### config.mk
export PLATFORM = sky130hd
export DESIGN_NAME = dmux_stream_nway
export DESIGN_NICKNAME = d
export VERILOG_FILES = /design/src/rtl/dmux_stream_nway.sv
export SDC_FILE = /design/constraint.sdc
export NUM_CORES = 1
export LEC_CHECK = 0
export CORE_ASPECT_RATIO = 1.1
export CORE_MARGIN = 2
export CORE_UTILIZATION = 45
export CTS_CLUSTER_DIAMETER = 150
export DETAILED_ROUTE_END_ITERATION = 7
export PLACE_DENSITY = 0.8
export SKIP_LAST_GASP = 1
export SLEW_MARGIN = 0
export SYNTH_ARGS = -nofsm -noshare
export SYNTH_HDL_FRONTEND = slang
export SYNTH_SLANG_ARGS = --single-unit
### constraint.sdc
create_clock -name clk -period 2.46 [get_ports clk]
set_clock_uncertainty 0.1 [all_clocks]
set_input_delay 0.246 -clock clk [delete_from_list [all_inputs] [get_ports clk]]
set_output_delay 0.246 -clock clk [all_outputs]
set_load 0.03 [all_outputs]
### src/rtl/dmux_stream_nway.sv
// Registered, handshaked N-way stream demultiplexer.
// A single producer feeds N independent consumers. Each channel owns a
// one-entry output register. Words go to one channel (unicast), to all
// channels (broadcast, all-or-nothing), or are discarded with a one-cycle
// drop pulse when the select is out of range.

// One output channel: a single-entry register with valid/ready drain.
module dmux_stream_chan #(
    parameter int WIDTH = 16
) (
    input  logic             clk,
    input  logic             rst_n,
    input  logic             load_i,
    input  logic [WIDTH-1:0] data_i,
    input  logic             ready_i,
    output logic             valid_o,
    output logic [WIDTH-1:0] data_o
);

    logic             valid_q, valid_d;
    logic [WIDTH-1:0] data_q,  data_d;

    // A load wins over a drain, so drain+load in one cycle keeps the channel full.
    always_comb begin
        valid_d = valid_q;
        data_d  = data_q;
        if (load_i) begin
            valid_d = 1'b1;
            data_d  = data_i;
        end else if (ready_i) begin
            valid_d = 1'b0;
        end
    end

    // Channel state; reset empties the channel without waiting for a clock.
    always_ff @(posedge clk or negedge rst_n) begin
        if (!rst_n) begin
            valid_q <= 1'b0;
            data_q  <= '0;
        end else begin
            valid_q <= valid_d;
            data_q  <= data_d;
        end
    end

    assign valid_o = valid_q;
    assign data_o  = data_q;

endmodule

module dmux_stream_nway #(
    parameter  int WIDTH = 16,
    parameter  int N     = 4,
    localparam int SEL_W = $clog2(N)
) (
    input  logic               clk,
    input  logic               rst_n,
    input  logic               in_valid,
    output logic               in_ready,
    input  logic [WIDTH-1:0]   in_data,
    input  logic [SEL_W-1:0]   in_sel,
    input  logic               in_bcast,
    output logic [N-1:0]       out_valid,
    input  logic [N-1:0]       out_ready,
    output logic [N*WIDTH-1:0] out_data,
    output logic               drop,
    output logic               busy
);

    // N widened by one bit so the range compare works for power-of-2 N too.
    localparam logic [SEL_W:0] N_L = (SEL_W+1)'(N);

    logic [N-1:0]            hit;
    logic [N-1:0]            free;
    logic [N-1:0]            load;
    logic [N-1:0][WIDTH-1:0] ch_data;
    logic                    sel_oor;
    logic                    xfer;
    logic                    drop_q, drop_d;

    // One-hot decode of the select; an out-of-range select decodes to zero.
    always_comb begin
        hit = '0;
        for (int i = 0; i < N; i++) begin
            hit[i] = (in_sel == SEL_W'(i));
        end
    end

    assign sel_oor = ({1'b0, in_sel} >= N_L);

    // A channel can take a word if empty or being drained this cycle.
    assign free = ~out_valid | out_ready;

    // Accept decision never looks at in_valid; held low through reset.
    always_comb begin
        in_ready = 1'b0;
        if (rst_n) begin
            if (in_bcast)     in_ready = &free;
            else if (sel_oor) in_ready = 1'b1;
            else              in_ready = |(hit & free);
        end
    end

    assign xfer = in_valid & in_ready;

    // Broadcast loads every channel at once; unicast only the decoded one.
    always_comb begin
        load = '0;
        if (xfer) begin
            if (in_bcast) load = '1;
            else          load = hit;
        end
    end

    assign drop_d = xfer & ~in_bcast & sel_oor;

    // Drop pulse lasts exactly the cycle after the discarded word.
    always_ff @(posedge clk or negedge rst_n) begin
        if (!rst_n) drop_q <= 1'b0;
        else        drop_q <= drop_d;
    end

    for (genvar g = 0; g < N; g++) begin : g_chan
        dmux_stream_chan #(.WIDTH(WIDTH)) u_chan (
            .clk     (clk),
            .rst_n   (rst_n),
            .load_i  (load[g]),
            .data_i  (in_data),
            .ready_i (out_ready[g]),
            .valid_o (out_valid[g]),
            .data_o  (ch_data[g])
        );
    end

    assign out_data = ch_data;
    assign drop     = drop_q;
    assign busy     = |out_valid;

endmodule

==> impl_metrics.toml <==
[place]
gp_congestion = 0.739
post-place-ws_ns = 0.0117
hpwl_um = 4270
portBuffers = 95
place_area_um2 = 3830

[timing]
period_share_pct = 90.2
clock.fmax_mhz = 450
rsz0062_at_grt = "false"
worstMarginPinSlew_ns = 0.833
worst_slack_ns = 0.240
maxSlewViolCount = 0
timing.setup.tns_ns = 0
finalSetupViolCount = 0
hold_viol = 0
min_period_ns = 2.22
maxSlewHeadroom_pct = 44.5

[clocking]
clk_path_buf_depth = 2
numCtsBuffers = 9
ctsHoldBuffers = 0
cts_resized = 0
root_buffer = "clkbuf_8"
clkTransAtPathRegs_ns = 0.07
cts_tree = "built"
insertion_delay_ns = 0.33
cts_setup_buffers = 0
cts_sinks = 68
htree_levels = 3

[routing]
drc = 0
viasPerCell = 4.87
drt_iter0_drc = 52
dr.pass1.iters = 4
drtAntennaViolNets = 0
drt-wirelength-per-cell_um = 16.5
wl_met1_um = 2550
wl_um = 5930
top_layer = "met4"
dr_wl_met3_um = 315
dr_wl_met2_um = 3000
vias = 1753

[final_layout]
layout.nets = 305
nFillCells = 440
area_growth_syn_to_layout_pct = 46.1
antennaDiodeCount = 0
fin_area_um2 = 4000
utilization_pct = 68.5
layout_common_cells = "clkdlybuf4s50_1, dfrtp_1, mux2_1"
drive_gt1_share_pct = 15.2
layout.cells.most_common = "clkdlybuf4s50_1"

[logic_synthesis]
synth_mux_area_share_pct = 27.1
yosysTopAreaCellShare_pct = 62.1
synth_seq_area_share_pct = 62.1
netlist_area_um2 = 2740
synth-compound-area-share_pct = 4.57
yosys-top-cells-area = "dfrtp_1, mux2_1, mux2_2"
syn_area_per_cell_um2 = 16.2
ys_warn_count = 0
synth_xor_area_share_pct = 0
syn-num-nets = 195
synth_cell_types = 18
syn_inst = 169
ys_ff_latch = 68
synth-adder-area-share_pct = 0
yosysTopAreaCell = "dfrtp_1"
synth_top_family_by_area = "multiplexers"
synth-simple-area-share_pct = 2.70

[grt]
grt_usage_pct = 19.5
antenna_found_initial = 0
grt_pass1_wl_um = 9600
grt_max_degree = 69
grt_overflow = 0
grt_pass1_vias = 1881

[floorplan]
die_y_um = 85.8
boundaryPins = 97
std_cell_rows = 29
die_w_um = 78.4
start_util_pct = 46.9
die_area_um2 = 6730
core_area_um2 = 5840

[min_path]
worstHoldPathType = "primary input to asynchronous set/reset pin"

[power]
power.density_nw_per_um2 = 1010
power_mw = 4.03
vdd_drop_max_uv = 651
power.leakage_nw = 1.71

[run_status]
status = "completed"

[critical_path]
critPathMaxFanout = 5
end_kind = "primary output"
arrival_ns = 1.87
worstSetupStartpointType = "primary input"
crit_type = "primary input to primary output"
critPathRequiredTime_ns = 2.11

[job]
maxCapViolCount = 0
==> cell type report <==
type | count | area (um^2) | area share, %
sequential | 68 | 1700 | 42.5
tap | 77 | 96.3 | 2.41
clock inverter | 2 | 10.0 | 0.250
timing repair buffer | 109 | 1090 | 27.1
inverter | 1 | 3.75 | 0.0938
multi-input combinational | 90 | 946 | 23.6
clock buffer | 13 | 159 | 3.97
==> synth_stat cells <==
cell / count
o211a_1: 1
buf_6: 4
nand2_1: 5
or4_1: 1
buf_2: 1
nor2_1: 1
nand2b_1: 6
mux2_1: 56
inv_1: 1
conb_1: 1
a21oi_1: 4
mux4_2: 1
mux2_2: 8
a41o_1: 1
o211ai_4: 4
buf_4: 5
or2_2: 1
dfrtp_1: 68
==> stage by stage <==
step,hold WS (ns),std cells
2_1_floorplan,-0.150,169
5_1_grt,0.122,360
6_report,0.0876,360
3_5_place_dp,0.380,345
3_3_place_gp,0.373,345
4_1_cts,0.0940,360
==> path summary, 6_finish.rpt <==
path	startpoint	endpoint	slack, ns	depth (start not counted)
max	out_ready[3]	in_ready	0.24	5
min	rst_n	g_chan[0].u_chan.data_o[2]$_DFFE_PN0P_	0.09	2
max reg2reg	g_chan[2].u_chan.valid_o$_DFFE_PN0P_	g_chan[2].u_chan.data_o[3]$_DFFE_PN0P_	0.38	5
min reg2reg	g_chan[0].u_chan.data_o[5]$_DFFE_PN0P_	g_chan[0].u_chan.data_o[5]$_DFFE_PN0P_	0.39	1
max in group asynchronous	rst_n	g_chan[0].u_chan.data_o[10]$_DFFE_PN0P_	1.64	2
min in group clk	g_chan[0].u_chan.data_o[5]$_DFFE_PN0P_	g_chan[0].u_chan.data_o[5]$_DFFE_PN0P_	0.39	1
==> registers in the layout, indices dropped and copies added, names as in the netlist <==
signal                 cells
g_chan.u_chan.data_o      64
g_chan.u_chan.valid_o      4
==> critical path, stage by stage <==
cell and delay, ns:
clkdlybuf4s50_1 0.40, nand2b_1 0.17, mux4_2 0.61, o211a_1 0.27
buf_4 0.17
==> kinds of logic after synthesis <==
family / count (synthesis)
mux: 65
other cells: 1
compound gates: 10
flops: 68
simple gates: 14
buf+inv: 11
==> routing by layer <==
metal | vias to the layer above | global-route usage (%)
met2 | 51 | 31.8
met1 | 877 | 23.6
li1 | 820 | -
met4 | 0 | 7.66
met3 | 5 | 7.16
met5 | - | 0
==> where the power goes <==
group	internal (mW)	switching (mW)
clock network	0.413	0.375
logic	0.741	0.928
registers	1.42	0.155
Note: power is estimated with default switching activity, not from simulation.
